==> src/rtl/serv_rf_dbg_arb_pkg.sv <==
`default_nettype none
// ============================================================================
// Module  : serv_rf_dbg_arb_pkg
// Brief   : Shared state encodings and RF geometry helpers for the RF debug arbiter
// Revision: 1.0 - initial release
// ============================================================================
package serv_rf_dbg_arb_pkg;

    localparam int c_GPRS = 32;

    typedef enum logic [2:0] {
        ST_IDLE = 3'd0,
        ST_CORE = 3'd1,
        ST_DRD  = 3'd2,
        ST_DWR  = 3'd3,
        ST_DACK = 3'd4
    } arb_state_t;

    typedef enum logic {
        GNT_CORE = 1'b0,
        GNT_DBG  = 1'b1
    } grant_t;

    function automatic int rf_beats(input int width);
        return 32 / width;
    endfunction

    // Beat counter is kept at least one bit wide even when a word is a single beat.
    function automatic int rf_beat_bits(input int width);
        return (width == 32) ? 1 : $clog2(32 / width);
    endfunction

    function automatic int rf_reg_bits(input int csr_regs);
        return $clog2(c_GPRS + csr_regs);
    endfunction

    function automatic int rf_addr_bits(input int width, input int csr_regs);
        return $clog2(32 * (c_GPRS + csr_regs) / width);
    endfunction

endpackage
`default_nettype wire

==> src/rtl/serv_rf_dbg_serdes.sv <==
`default_nettype none
// ============================================================================
// Module  : serv_rf_dbg_serdes
// Brief   : Beat counter, write-word slicer and read-word assembler for debug RF access
// Revision: 1.0 - initial release
// ============================================================================
module serv_rf_dbg_serdes
    import serv_rf_dbg_arb_pkg::*;
#(
    parameter  int WIDTH = 8,
    localparam int N     = rf_beats(WIDTH),
    localparam int BW    = rf_beat_bits(WIDTH)
) (
    input  logic             i_clk,
    input  logic             i_rst,
    input  logic             i_clr,
    input  logic             i_wstep,
    input  logic             i_rstep,
    input  logic [31:0]      i_wdata,
    input  logic [WIDTH-1:0] i_rdata,
    output logic [BW-1:0]    o_beat,
    output logic             o_last,
    output logic [WIDTH-1:0] o_wslice,
    output logic             o_rd_done,
    output logic [31:0]      o_rdata
);

    localparam logic [BW-1:0] c_LAST = BW'(N - 1);

    logic [BW-1:0] r_beat;
    logic          r_pend;
    logic [BW-1:0] r_idx;
    logic [31:0]   r_asm;
    logic [31:0]   r_rdata;
    logic [31:0]   w_asm_next;

    assign o_beat    = r_beat;
    assign o_last    = (r_beat == c_LAST);
    assign o_wslice  = i_wdata[int'(r_beat) * WIDTH +: WIDTH];
    assign o_rd_done = r_pend && (r_idx == c_LAST);
    assign o_rdata   = r_rdata;

    // RAM data for a beat arrives one cycle after its address was issued.
    always_comb begin
        w_asm_next = r_asm;
        w_asm_next[int'(r_idx) * WIDTH +: WIDTH] = i_rdata;
    end

    always_ff @(posedge i_clk or posedge i_rst) begin
        if (i_rst) begin
            r_beat  <= '0;
            r_pend  <= 1'b0;
            r_idx   <= '0;
            r_asm   <= '0;
            r_rdata <= '0;
        end else begin
            if (i_clr) begin
                r_beat <= '0;
            end else if (i_wstep || i_rstep) begin
                r_beat <= o_last ? '0 : r_beat + BW'(1);
            end
            r_pend <= i_rstep;
            r_idx  <= r_beat;
            if (r_pend) begin
                r_asm <= w_asm_next;
            end
            if (o_rd_done) begin
                r_rdata <= w_asm_next;
            end
        end
    end

endmodule
`default_nettype wire

==> src/rtl/serv_rf_dbg_arb.sv <==
`default_nettype none
// ============================================================================
// Module  : serv_rf_dbg_arb
// Brief   : Round-robin arbiter sharing the SERV RF RAM between core and debug port
// Revision: 1.0 - initial release
// ============================================================================
module serv_rf_dbg_arb
    import serv_rf_dbg_arb_pkg::*;
#(
    parameter  int WIDTH    = 8,
    parameter  int CSR_REGS = 4,
    parameter  int CORE_WIN = 36,
    localparam int N        = rf_beats(WIDTH),
    localparam int BW       = rf_beat_bits(WIDTH),
    localparam int RW       = rf_reg_bits(CSR_REGS),
    localparam int AW       = rf_addr_bits(WIDTH, CSR_REGS)
) (
    input  logic             i_clk,
    input  logic             i_rst,
    input  logic             i_core_rreq,
    input  logic             i_core_wreq,
    output logic             o_core_ready,
    output logic             o_if_rreq,
    output logic             o_if_wreq,
    input  logic             i_if_ready,
    input  logic [AW-1:0]    i_if_waddr,
    input  logic [WIDTH-1:0] i_if_wdata,
    input  logic             i_if_wen,
    input  logic [AW-1:0]    i_if_raddr,
    input  logic             i_dbg_req,
    input  logic             i_dbg_we,
    input  logic [RW-1:0]    i_dbg_reg,
    input  logic [31:0]      i_dbg_wdata,
    output logic             o_dbg_ack,
    output logic [31:0]      o_dbg_rdata,
    output logic [AW-1:0]    o_waddr,
    output logic [WIDTH-1:0] o_wdata,
    output logic             o_wen,
    output logic [AW-1:0]    o_raddr,
    input  logic [WIDTH-1:0] i_rdata
);

    localparam int            WW         = (CORE_WIN > 1) ? $clog2(CORE_WIN) : 1;
    localparam logic [WW-1:0] c_WIN_LOAD = WW'(CORE_WIN - 1);

    arb_state_t    r_state;
    arb_state_t    w_next;
    grant_t        r_last_gnt;
    grant_t        w_last_gnt_next;
    logic [WW-1:0] r_win;
    logic [WW-1:0] w_win_next;

    logic             w_core_req;
    logic             w_core_fwd;
    logic             w_rstep;
    logic             w_wstep;
    logic [BW-1:0]    w_beat;
    logic             w_last;
    logic             w_rd_done;
    logic [WIDTH-1:0] w_wslice;
    logic [AW-1:0]    w_dbg_addr;

    assign w_core_req = i_core_rreq | i_core_wreq;

    always_ff @(posedge i_clk or posedge i_rst) begin
        if (i_rst) begin
            r_state    <= ST_IDLE;
            r_last_gnt <= GNT_DBG;
            r_win      <= '0;
        end else begin
            r_state    <= w_next;
            r_last_gnt <= w_last_gnt_next;
            r_win      <= w_win_next;
        end
    end

    always_comb begin
        w_next          = r_state;
        w_last_gnt_next = r_last_gnt;
        w_win_next      = r_win;
        w_core_fwd      = 1'b0;
        w_rstep         = 1'b0;
        w_wstep         = 1'b0;
        case (r_state)
            ST_IDLE: begin
                if (w_core_req && (!i_dbg_req || (r_last_gnt == GNT_DBG))) begin
                    w_core_fwd      = 1'b1;
                    w_next          = ST_CORE;
                    w_win_next      = c_WIN_LOAD;
                    w_last_gnt_next = GNT_CORE;
                end else if (i_dbg_req) begin
                    w_next = i_dbg_we ? ST_DWR : ST_DRD;
                end
            end
            ST_CORE: begin
                w_core_fwd = 1'b1;
                if (w_core_req) begin
                    w_win_next = c_WIN_LOAD;
                end else if (r_win == '0) begin
                    w_next = ST_IDLE;
                end else begin
                    w_win_next = r_win - WW'(1);
                end
            end
            ST_DRD: begin
                // Final cycle only captures the last beat; no new address is issued.
                if (w_rd_done) begin
                    w_next = ST_DACK;
                end else begin
                    w_rstep = 1'b1;
                end
            end
            ST_DWR: begin
                w_wstep = 1'b1;
                if (w_last) begin
                    w_next = ST_DACK;
                end
            end
            ST_DACK: begin
                w_last_gnt_next = GNT_DBG;
                w_next          = ST_IDLE;
            end
            default: begin
                w_next = ST_IDLE;
            end
        endcase
    end

    assign o_if_rreq    = w_core_fwd & i_core_rreq;
    assign o_if_wreq    = w_core_fwd & i_core_wreq;
    assign o_core_ready = w_core_fwd & i_if_ready;
    assign o_dbg_ack    = (r_state == ST_DACK);

    serv_rf_dbg_serdes #(
        .WIDTH (WIDTH)
    ) u_serdes (
        .i_clk     (i_clk),
        .i_rst     (i_rst),
        .i_clr     (r_state == ST_IDLE),
        .i_wstep   (w_wstep),
        .i_rstep   (w_rstep),
        .i_wdata   (i_dbg_wdata),
        .i_rdata   (i_rdata),
        .o_beat    (w_beat),
        .o_last    (w_last),
        .o_wslice  (w_wslice),
        .o_rd_done (w_rd_done),
        .o_rdata   (o_dbg_rdata)
    );

    generate
        if (N == 1) begin : g_addr_word
            assign w_dbg_addr = i_dbg_reg;
        end else begin : g_addr_beat
            assign w_dbg_addr = {i_dbg_reg, w_beat};
        end
    endgenerate

    // Core write enables only reach the RAM while the core owns it.
    always_comb begin
        o_raddr = i_if_raddr;
        o_waddr = i_if_waddr;
        o_wdata = i_if_wdata;
        o_wen   = 1'b0;
        case (r_state)
            ST_CORE: begin
                o_wen = i_if_wen;
            end
            ST_DRD: begin
                o_raddr = w_dbg_addr;
            end
            ST_DWR: begin
                o_waddr = w_dbg_addr;
                o_wdata = w_wslice;
                o_wen   = 1'b1;
            end
            default: begin
                o_wen = 1'b0;
            end
        endcase
    end

endmodule
`default_nettype wire

==> config.mk <==
export PLATFORM = sky130hd
export DESIGN_NAME = serv_rf_dbg_arb
export DESIGN_NICKNAME = d
export VERILOG_FILES = /design/src/rtl/serv_rf_dbg_arb_pkg.sv /design/src/rtl/serv_rf_dbg_serdes.sv /design/src/rtl/serv_rf_dbg_arb.sv
export SDC_FILE = /design/constraint.sdc
export NUM_CORES = 1
export LEC_CHECK = 0
export BUFFER_PORTS_ARGS = -buffer_cell sky130_fd_sc_hd__buf_4
export CORE_UTILIZATION = 52
export DETAILED_ROUTE_END_ITERATION = 7
export PLACE_DENSITY = 0.9
export SYNTH_ARGS = -nofsm -noshare
export SYNTH_HDL_FRONTEND = slang
export SYNTH_SLANG_ARGS = --single-unit
==> constraint.sdc <==
create_clock -name i_clk -period 5.5 [get_ports i_clk]
set_input_delay 1.1 -clock i_clk [delete_from_list [all_inputs] [get_ports i_clk]]
set_output_delay 1.1 -clock i_clk [all_outputs]
set_load 0.01 [all_outputs]
==> results of run 1 <==
metal layers:
metal,up-vias,global-route usage (%)
met4,0,6.41
met5,-,0
met1,1574,35.7
met2,103,40.2
met3,6,6.92
li1,1545,-
sequential cells by signal, indices dropped and copies added, names as in the netlist:
signal,flops
r_state,3
u_serdes.o_beat,2
u_serdes.r_idx,2
u_serdes.r_pend,1
u_serdes.o_rdata,32
r_last_gnt,1
u_serdes.r_asm,24
r_win,6
cells in the mapped netlist, types with 2 or more instances:
master | count | area (um2)
a21oi_1 | 27 | 135
a22o_1 | 27 | 236
a32o_1 | 4 | 40.0
and2_1 | 8 | 50.1
and3_1 | 3 | 18.8
buf_1 | 3 | 11.3
buf_2 | 4 | 20.0
clkbuf_1 | 19 | 71.3
clkbuf_2 | 4 | 20.0
dfrtp_1 | 70 | 1750
ha_1 | 8 | 100
inv_1 | 11 | 41.3
mux2_2 | 25 | 282
mux4_2 | 8 | 180
nand2_1 | 35 | 131
nand2b_1 | 3 | 18.8
nand3_1 | 3 | 15.0
nor2_1 | 11 | 41.3
nor2b_1 | 26 | 163
nor3_1 | 5 | 25.0
nor3b_1 | 4 | 30.0
o211ai_1 | 2 | 15.0
o21ai_0 | 29 | 145
o2bb2ai_1 | 2 | 17.5
or3_1 | 2 | 12.5
worst register-to-register path: stages (launching register included):
cell and delay, ps:
dfrtp_1 450, ha_1 220, nand2_2 580, nor4_1 780
a22o_1 230
path summary, 6_finish.rpt:
kind	end	slack [ps]
hold reg to reg	u_serdes.o_rdata[16]$_DFFE_PP0P_	480
hold / removal	u_serdes.o_rdata[16]$_DFFE_PP0P_	480
min in group asynchronous	r_win[4]$_DFFE_PP0P_	1010
max in group asynchronous	r_state[2]$_DFFE_PP0P_	3920
setup / recovery	o_wdata[3]	2150
setup reg to reg	u_serdes.o_rdata[30]$_DFFE_PP0P_	3180
logic make-up (layout without fill, tap and decap cells):
family	count (synthesis)	after routing
XOR/XNOR	2	2
flip-flops	71	71
adder cells (fa/ha/maj)	8	8
AND/OR/NAND/NOR	105	105
buffers and inverters	41	166
AO/OA/AOI/OAI	104	104
multiplexers	33	33
stage by stage:
step	area, um2	total power [mW]	hold WS (ps)	util (%)	setup WS [ps]
2_1_floorplan	3790	1.67	375	-	2570
3_3_place_gp	4840	2.08	463	70.0	2320
3_5_place_dp	4840	2.13	473	70.0	2310
4_1_cts	5000	2.49	490	72.4	2170
5_1_grt	5000	2.65	497	72.4	2020
6_report	5000	2.48	479	72.4	2150
cell type report:
type / instances / area, um2
flip-flops and latches: 71 / 1780
inverters: 11 / 41.3
fillers: 544 / 1910
well taps: 96 / 120
clock buffers: 9 / 124
repair buffers: 140 / 1050
multi-input cells: 252 / 1850
clock inverters: 6 / 38.8
report_power, final:
part | switching [mW] | internal (mW)
Clock | 0.191 | 0.159
Combinational | 0.560 | 0.635
Sequential | 0.195 | 0.740
==> reports/qor.txt, run 1 <==
status -> completed
via/cell ratio -> 5.52
CP Class -> reg -> out
gr ovfl total -> 0
post-placement cell count -> 570
TritonCTS Sinks -> 71
Crit. End Element -> output pin
critical path's slowest cell -> dfrtp_1
pin count of the biggest net entering global routing -> 72
leading cell type in the layout, fill and taps excluded -> buf_4
crit-path max FO -> 16
Root Buffer -> clkbuf_8
beginning of the critical path -> r_state[1]$_DFFE_PP0P_
Period Utilization, post-route -> 60.8%
fraction of the mapped netlist area in adder cells -> 2.64%
final setup violation count -> 0
initial cell density of the core -> 54.8%
Leak -> 2.42 nW
Final Critical Period -> 3350 ps
Highest Signal Layer -> met4
Die Ht -> 87.3 um
initial antenna violation count -> 0
DRT Pass-1 Iters -> 5
cells on worst reg2reg path -> 4
Simple-Gate Fraction of Synth Area -> 14.5%
Post CTS Setup Buffer Count -> 0
xor and xnor fraction of the mapped netlist area -> 0.463%
final wirelength -> 9.76 mm
commonest cells after routing, fill and taps aside -> 140 x buf_4, 70 x dfrtp_1, 34 x nand2_1, 29 x o21ai_0
input/output buffers -> 138
worst-margin pin slew -> 1030 ps
Syn Area/Cell -> 10.4 um2
met1 WL -> 4.17 mm
Peak Freq -> 299 MHz
post-route ant nets -> 0
Worst-Skew Late Latency -> 350 ps
Req. time, crit path -> 4400 ps
GP Congestion -> 0.831
max_cap viols -> 0
Hold Fails Final Rpt -> 0
CP cell instances -> nor2b_1 > nand2_1 > mux2_2 > buf_4
vias in the first global route -> 3069
Clock transition at path regs -> 70 ps
Rel. slew slack -> 31.4%
synthesized flop and latch total -> 71
pwr/cell area -> 496 nW/um2
Layout Skew -> 12.1 ps
Max IR drop VDD -> 0.263 mV
Finished Layout Cells -> 585
Buf/Inv on CP -> 1
Post-synth EDFFs -> 0
Crit path depth -> 4
htree depth -> 3
routed wl met3 -> 518 um
post-synthesis cell type count -> 46
Routed WL per cell -> 16.7 um
synthesis warning total -> 0
mapped cell area -> 3790 um2
Final #Nets -> 571
Die Width -> 87.3 um
Final Max Slew Viols -> 0
cell row count -> 30
DRC errors left -> 0
signal arrival time at the worst endpoint -> 2250 ps
Total Die Area -> 7630 um2
Num CTS Buffers -> 9
Resize count post-CTS -> 0
r2r startpoint -> u_serdes.r_idx[0]$_DFF_PP0_
global-route wire length before repair -> 14.9 mm
1st-iter DRT viols -> 200
via count -> 3228
startpoint types -> register
largest family of logic cells by synthesized area -> compound AO/OA/AOI/OAI gates
syn_nets -> 450
fraction of registers with async set/reset -> 100%
crit-path leading delay family -> simple AND/OR/NAND/NOR gates
mux share of post-synthesis cell area -> 12.2%
Gate Count Post-Synth -> 364
CTS Buffer Depth -> 2
post-synthesis sequential area ratio -> 47.0%
ant diodes -> 0
I/O Pins -> 139
Hold Startpoint -> u_serdes.o_rdata[16]$_DFFE_PP0P_
GRT Util Overall -> 25.7%
RSZ-0062 raised after global routing -> no
Synth Area in Compound Gates -> 18.9%
P&R area growth vs syn -> 32.1%
CTS tree -> yes
Hold WC Path Type -> reg -> reg
core box area -> 6910 um2
peak per-stage delay on the critical path -> 490 ps
post-DP HPWL -> 7.15 mm
hold-fix buffers at CTS -> 0
share of cells above drive strength 1 -> 40.1%
wire length on met2 -> 5.02 mm
setup TNS -> 0 ps
Worst Hold Path Cells -> 2
top_reg_cell synth -> dfrtp_1
Power figures use the tool's default switching activity.
==> run 2: changes to the inputs <==
ABC_AREA = 1   (was unset)
CORE_UTILIZATION = 50   (was 52)
PLACE_DENSITY = 0.87   (was 0.9)
clock period = 3.1 ns   (was 5.5 ns; I/O delays follow)
==> run 2 against run 1 <==
Net effect: via count is 26% higher; clock skew down 4.7 ps; design area increased by 3.4%; clock power increased by 110%; die area rose by 6.9%; largest cell class unchanged; first-iteration DRC count grew 24%; sequential share of layout area fell by 1.2 points; non-clock buffer count is 2 higher; power is 84% higher; worst setup slack got worse by 1700 ps; global-route usage is 1.3 points higher.
==> reports/qor.txt, run 2 <==
share of cells above drive strength 1 -> 26.7% (was 40.1%)
hold-fix buffers at CTS -> 0 (unchanged)
top post-synthesis cells by area -> dfrtp_1 45%, nand2_1 19%, o21ai_0 6.2% (was dfrtp_1 46%, mux2_2 7.4%, a22o_1 6.2%)
I/O Pins -> 139 (unchanged)
cells on worst reg2reg path -> 6 (was 4)
r2r startpoint -> u_serdes.r_idx[0]$_DFF_PP0_ (unchanged)
DRC errors left -> 0 (unchanged)
Die Width -> 90.3 um (was 87.3 um)
initial cell density of the core -> 52.6% (was 54.8%)
Final Critical Period -> 2680 ps
startpoint types -> register (unchanged)
Resize count post-CTS -> 0 (unchanged)
Worst-Skew Late Latency -> 350 ps (about the same)
crit-path max FO -> 20 (was 16)
Total Die Area -> 8150 um2 (was 7630 um2)
vias in the first global route -> 3927 (was 3069)
Routed WL per cell -> 13.5 um (was 16.7 um)
htree depth -> 3 (unchanged)
Layout Skew -> 7.35 ps (was 12.1 ps)
R2R setup slack -> 990 ps (was 3180 ps)
via/cell ratio -> 5.24 (was 5.52)
Leak -> 2.72 nW (was 2.42 nW)
mapped cell area -> 3900 um2 (was 3790 um2)
Layout fillers -> 610 (was 544)
post-route setup slack -> 419 ps (was 2150 ps)
DRT Pass-1 Iters -> 5 (unchanged)
FF+latch area -> 1780 um2 (unchanged)
top-area cell type share of the netlist area -> 44.9% (was 46.3%)
CTS tree -> yes (unchanged)
pin count of the biggest net entering global routing -> 52 (was 72)
Post CTS Setup Buffer Count -> 0 (unchanged)
max_cap viols -> 0 (unchanged)
leading cell type in the layout, fill and taps excluded -> nand2_1 (was buf_4)
pwr/cell area -> 882 nW/um2 (was 496 nW/um2)
post-synthesis sequential area ratio -> 45.6% (was 47.0%)
synthesis warning total -> 0 (unchanged)
signal arrival time at the worst endpoint -> 2060 ps (was 2250 ps)
Post-synth EDFFs -> 0 (unchanged)
Die Ht -> 90.3 um (was 87.3 um)
1st-iter DRT viols -> 247 (was 200)
fraction of registers with async set/reset -> 100% (unchanged)
post-DP HPWL -> 8.06 mm (was 7.15 mm)
Hold Fails Final Rpt -> 0 (unchanged)
commonest cells in the netlist -> 193 x nand2_1, 70 x dfrtp_1, 53 x inv_1, 52 x nor2_1, 48 x o21ai_0 (was 70 x dfrtp_1, 35 x nand2_1, 29 x o21ai_0, 27 x a21oi_1, 27 x a22o_1)
most common cell in the synthesized netlist -> nand2_1 (was dfrtp_1)
Crit. End Element -> output pin (unchanged)
area of the multi-input gates -> 1780 um2 (was 1850 um2)
initial antenna violation count -> 0 (unchanged)
Clock transition at path regs -> 80 ps (was 70 ps)
Layout Utilization -> 69.8% (was 72.4%)
Rel. slew slack -> 64.3% (was 31.4%)
ant diodes -> 0 (unchanged)
Period Utilization, post-route -> 86.5%
Hold WC Path Type -> in -> async (was reg -> reg)
syn_nets -> 628 (was 450)
Finished Layout Cells -> 774 (was 585)
worst-margin pin slew -> 535 ps (was 1030 ps)
GP Congestion -> 0.929 (was 0.831)
Max IR drop VDD -> 0.410 mV (was 0.263 mV)
Root Buffer -> clkbuf_8 (unchanged)
RSZ-0062 raised after global routing -> no (unchanged)
Num CTS Buffers -> 9 (unchanged)
Final #Nets -> 756 (was 571)
post-synthesis cell type count -> 30 (was 46)
CTS Buffer Depth -> 2 (unchanged)
top_reg_cell synth -> dfrtp_1 (unchanged)
commonest cells after routing, fill and taps aside -> 193 x nand2_1, 142 x buf_4, 70 x dfrtp_1, 52 x inv_1, 52 x nor2_1 (was 140 x buf_4, 70 x dfrtp_1, 34 x nand2_1, 29 x o21ai_0)
input/output buffers -> 138 (unchanged)
Syn Area/Cell -> 7.19 um2 (was 10.4 um2)
Req. time, crit path -> 2480 ps (was 4400 ps)
beginning of the critical path -> u_serdes.o_beat[0]$_DFFE_PP0P_ (was r_state[1]$_DFFE_PP0P_)
TritonCTS Sinks -> 71 (unchanged)
cell row count -> 31 (was 30)
post-route ant nets -> 0 (unchanged)
synthesized flop and latch total -> 71 (unchanged)
Yosys top cell by area -> dfrtp_1 (unchanged)
end of the critical path -> o_wdata[5] (was o_wdata[3])
Gate Count Post-Synth -> 542 (was 364)
P&R area growth vs syn -> 32.6% (was 32.1%)
final wirelength -> 10.5 mm (was 9.76 mm)
Final Max Slew Viols -> 0 (unchanged)
Power Total -> 4.56 mW (was 2.48 mW)
gr ovfl total -> 0 (unchanged)
max reg flops -> 32 (unchanged)
reg2reg end -> u_serdes.o_rdata[24]$_DFFE_PP0P_ (was u_serdes.o_rdata[30]$_DFFE_PP0P_)
core box area -> 7410 um2 (was 6910 um2)
status -> completed (unchanged)
final setup violation count -> 0 (unchanged)
dpl ws -> 794 ps (was 2310 ps)
Peak Freq -> 373 MHz
global-route wire length before repair -> 17.5 mm (was 14.9 mm)
GRT Util Overall -> 27.0% (was 25.7%)
via count -> 4053 (was 3228)
CP Class -> reg -> out (unchanged)
post-placement cell count -> 758 (was 570)
setup TNS -> 0 ps (unchanged)
-- run 2: cell count changes after synthesis, sizes merged, moves of 9 or more --
cell / delta
buf: +9
o22ai: +22
nand2: +160
a22o: -27
nand3: +12
a21oi: -26
nor2b: -26
nor2: +47
mux2: -25
o21ai: +37
inv: +48
clkbuf: -14
-- run 2: cells by family after synthesis --
kind of cell,share of synthesized area (%)
simple gates,29.0
flops,45.6
fa+ha+maj,2.57
xor+xnor,0.674
compound gates,13.4
buf+inv,8.76
-- run 2: layer usage --
metal / GRT usage [%] / part of all wire [%]
met3: 6.65 / 6.6
met5: 0 / 0
met1: 29.5 / 38
met4: 13.8 / 3.6
met2: 48.3 / 52
-- run 2: critical path: stages, from the launching register on --
cell and delay [ps]:
dfrtp_1 680, inv_1 400, o21ai_0 270, o22ai_1 90, nand2_1 70, nand2_1 50, buf_4 140
-- run 2: metrics by stage --
step / hold slack, ps / cell area (um2)
after floorplan: 373 / 3900
after global placement: 464 / 4970
after detailed placement: 467 / 4970
after CTS: 218 / 5170
after global routing: 224 / 5170
final: 219 / 5170
-- run 2: area by class of cell --
class	instances	area share [%]
flip-flops and latches	71	34.4
repair buffers	142	20.6
clock inverters	6	1.16
well taps	99	2.40
inverters	60	4.36
multi-input cells	386	34.4
clock buffers	10	2.66
-- run 2: worst min path at each step --
stage	end	slack, ps
4_1_cts	u_serdes.r_pend$_DFF_PP0_	220
2_1_floorplan	u_serdes.r_idx[1]$_DFF_PP0_	370
6_report	r_win[0]$_DFFE_PP0P_	220
5_1_grt	u_serdes.r_pend$_DFF_PP0_	220
3_5_place_dp	u_serdes.o_rdata[14]$_DFFE_PP0P_	470
3_3_place_gp	u_serdes.r_asm[22]$_DFFE_PP0P_	460
-- run 2: report_power, final --
group	leakage [nW]	internal, mW	switching, mW
clock network	0.0981	0.389	0.353
logic	1.72	0.930	1.30
registers	0.899	1.32	0.259
==> run 3: changes to the inputs <==
CAP_MARGIN = 20   (was unset)
CORE_UTILIZATION = 45   (was 50)
PLACE_DENSITY = 0.83   (was 0.87)
clock period = 2.4 ns   (was 3.1 ns; I/O delays follow)
==> run 3 against run 2 <==
Net effect: core utilization down 7.2 points; combinational power up 31%; register-to-register slack worse by 650 ps; cell count up 1.0%; global-route usage down 1.9 points; critical path type unchanged.
==> reports/qor.txt, run 3 (synthesis results as in run 2) <==
worst-margin pin slew -> 529 ps (was 535 ps)
Hold WC Path Type -> in -> async (unchanged)
crit-path max FO -> 11 (was 20)
max_cap viols -> 0 (unchanged)
Peak Freq -> 448 MHz
Num CTS Buffers -> 9 (unchanged)
GP Congestion -> 0.946 (was 0.929)
signal arrival time at the worst endpoint -> 1750 ps (was 2060 ps)
core box area -> 8300 um2 (was 7410 um2)
design area -> 5190 um2 (was 5170 um2)
I/O Pins -> 139 (unchanged)
GRT Util Overall -> 25.1% (was 27.0%)
pwr/cell area -> 1130 nW/um2 (was 882 nW/um2)
status -> completed (unchanged)
dpl cell area -> 5000 um2 (was 4970 um2)
startpoint types -> register (unchanged)
pin count of the biggest net entering global routing -> 72 (was 52)
max reg flops -> 32 (unchanged)
Total Die Area -> 9040 um2 (was 8150 um2)
RSZ-0062 raised after global routing -> no (unchanged)
CTS Buffer Depth -> 2 (unchanged)
Rel. slew slack -> 64.7% (was 64.3%)
Clk pwr share -> 15.8% (was 16.3%)
htree depth -> 3 (unchanged)
Root Buffer -> clkbuf_8 (unchanged)
CTS tree -> yes (unchanged)
hold-fix buffers at CTS -> 0 (unchanged)
dpl ws -> 342 ps (was 794 ps)
Final #Nets -> 758 (was 756)
leading cell type in the layout, fill and taps excluded -> nand2_1 (unchanged)
post-route setup slack -> 167 ps (was 419 ps)
switch share -> 41.4% (was 42.0%)
P&R area growth vs syn -> 33.2% (was 32.6%)
cell row count -> 33 (was 31)
Final Max Slew Viols -> 0 (unchanged)
vias in the first global route -> 3936 (was 3927)
Resize count post-CTS -> 0 (unchanged)
input/output buffers -> 138 (unchanged)
final wirelength -> 10.8 mm (was 10.5 mm)
DRT Pass-1 Iters -> 4 (was 5)
switching pwr -> 2.44 mW (was 1.92 mW)
via/cell ratio -> 5.08 (was 5.24)
Int Pwr -> 3.44 mW (was 2.64 mW)
setup TNS -> 0 ps (unchanged)
global-route wire length before repair -> 17.7 mm (was 17.5 mm)
Hold Fails Final Rpt -> 0 (unchanged)
DRC errors left -> 0 (unchanged)
Req. time, crit path -> 1920 ps (was 2480 ps)
Post CTS Setup Buffer Count -> 1 (was 0)
Crit. End Element -> output pin (unchanged)
Routed WL per cell -> 13.8 um (was 13.5 um)
1st-iter DRT viols -> 179 (was 247)
Die Width -> 95.1 um (was 90.3 um)
ant diodes -> 0 (unchanged)
TritonCTS Sinks -> 71 (unchanged)
initial antenna violation count -> 0 (unchanged)
post-DP HPWL -> 8.17 mm (was 8.06 mm)
Layout Skew -> 11.1 ps (was 7.35 ps)
Period Utilization, post-route -> 93.0%
final setup violation count -> 0 (unchanged)
CP Class -> reg -> out (unchanged)
Clock transition at path regs -> 70 ps (was 80 ps)
Leak -> 2.73 nW (was 2.72 nW)
Final Critical Period -> 2230 ps
Max IR drop VDD -> 0.500 mV (was 0.410 mV)
initial cell density of the core -> 47.0% (was 52.6%)
gr ovfl total -> 0 (unchanged)
commonest cells after routing, fill and taps aside -> 193 x nand2_1, 143 x buf_4, 70 x dfrtp_1, 52 x inv_1, 52 x nor2_1 (was 193 x nand2_1, 142 x buf_4, 70 x dfrtp_1, 52 x inv_1, 52 x nor2_1)
Layout Utilization -> 62.6% (was 69.8%)
sequential share of power -> 34.5% (was 34.7%)
post-route ant nets -> 0 (unchanged)
Worst-Skew Late Latency -> 340 ps (was 350 ps)
share of cells above drive strength 1 -> 26.1% (was 26.7%)
via count -> 3976 (was 4053)
logic gate share of total power -> 49.7% (was 49.0%)
Die Ht -> 95.1 um (was 90.3 um)
[run 3: cell types whose count changed in the layout (fill, tap and decap cells not counted)]
cell,change
clkinv_2,-3
clkbuf_1,+5
buf_12,+1
buf_4,+1
clkinvlp_4,-2
[run 3: metrics by stage]
stage	power (mW)	hold slack (ps)	instances
2_1_floorplan	3.80	373	542
3_3_place_gp	4.85	463	765
3_5_place_dp	4.97	467	765
4_1_cts	5.92	225	782
5_1_grt	6.36	237	782
6_report	5.88	212	782
[run 3: worst paths after layout]
kind / startpoint / to / slack [ps] / depth (start not counted)
setup / recovery: u_serdes.o_beat[1]$_DFFE_PP0P_ / o_wdata[2] / 170 / 5
hold / removal: i_rst / u_serdes.o_rdata[7]$_DFFE_PP0P_ / 210 / 3
setup reg to reg: u_serdes.r_idx[0]$_DFF_PP0_ / u_serdes.o_rdata[12]$_DFFE_PP0P_ / 340 / 7
hold reg to reg: u_serdes.o_rdata[1]$_DFFE_PP0P_ / u_serdes.o_rdata[1]$_DFFE_PP0P_ / 480 / 2
max in group asynchronous: i_rst / r_last_gnt$_DFFE_PP1P_ / 1880 / 3
min in group i_clk: i_core_wreq / r_win[1]$_DFFE_PP0P_ / 450 / 5
[run 3: power by group through the flow]
| stage | Combinational (mW) | Sequential (mW) | Clock (mW) |
|---|---|---|---|
| after global routing | 3.28 | 2.09 | 0.984 |
| after detailed placement | 2.92 | 2.05 | 0 |
| after CTS | 2.94 | 2.03 | 0.939 |
| final | 2.92 | 2.03 | 0.928 |
| after global placement | 2.83 | 2.03 | 0 |
| after floorplan | 1.71 | 2.10 | 0 |
[run 3: per-layer routing]
| metal | global-route usage [%] | routed length [um] |
|---|---|---|
| met5 | 0 | 0 |
| met4 | 11.0 | 328 |
| met3 | 5.02 | 748 |
| met2 | 45.5 | 5520 |
| met1 | 28.4 | 4220 |
[run 3: area by class of cell]
class	count	area [um2]
Clock buffer	15	156
Clock inverter	1	30.0
Fill cell	723	3110
Inverter	60	225
Multi-Input combinational cell	386	1780
Sequential cell	71	1780
Tap cell	105	131
Timing Repair Buffer	144	1090
[run 3: critical path, stage by stage (launching register included)]
cell and delay [ps]:
dfrtp_1 560, inv_1 270, nor2_1 150, o21ai_0 90, a31oi_1 200, buf_4 150
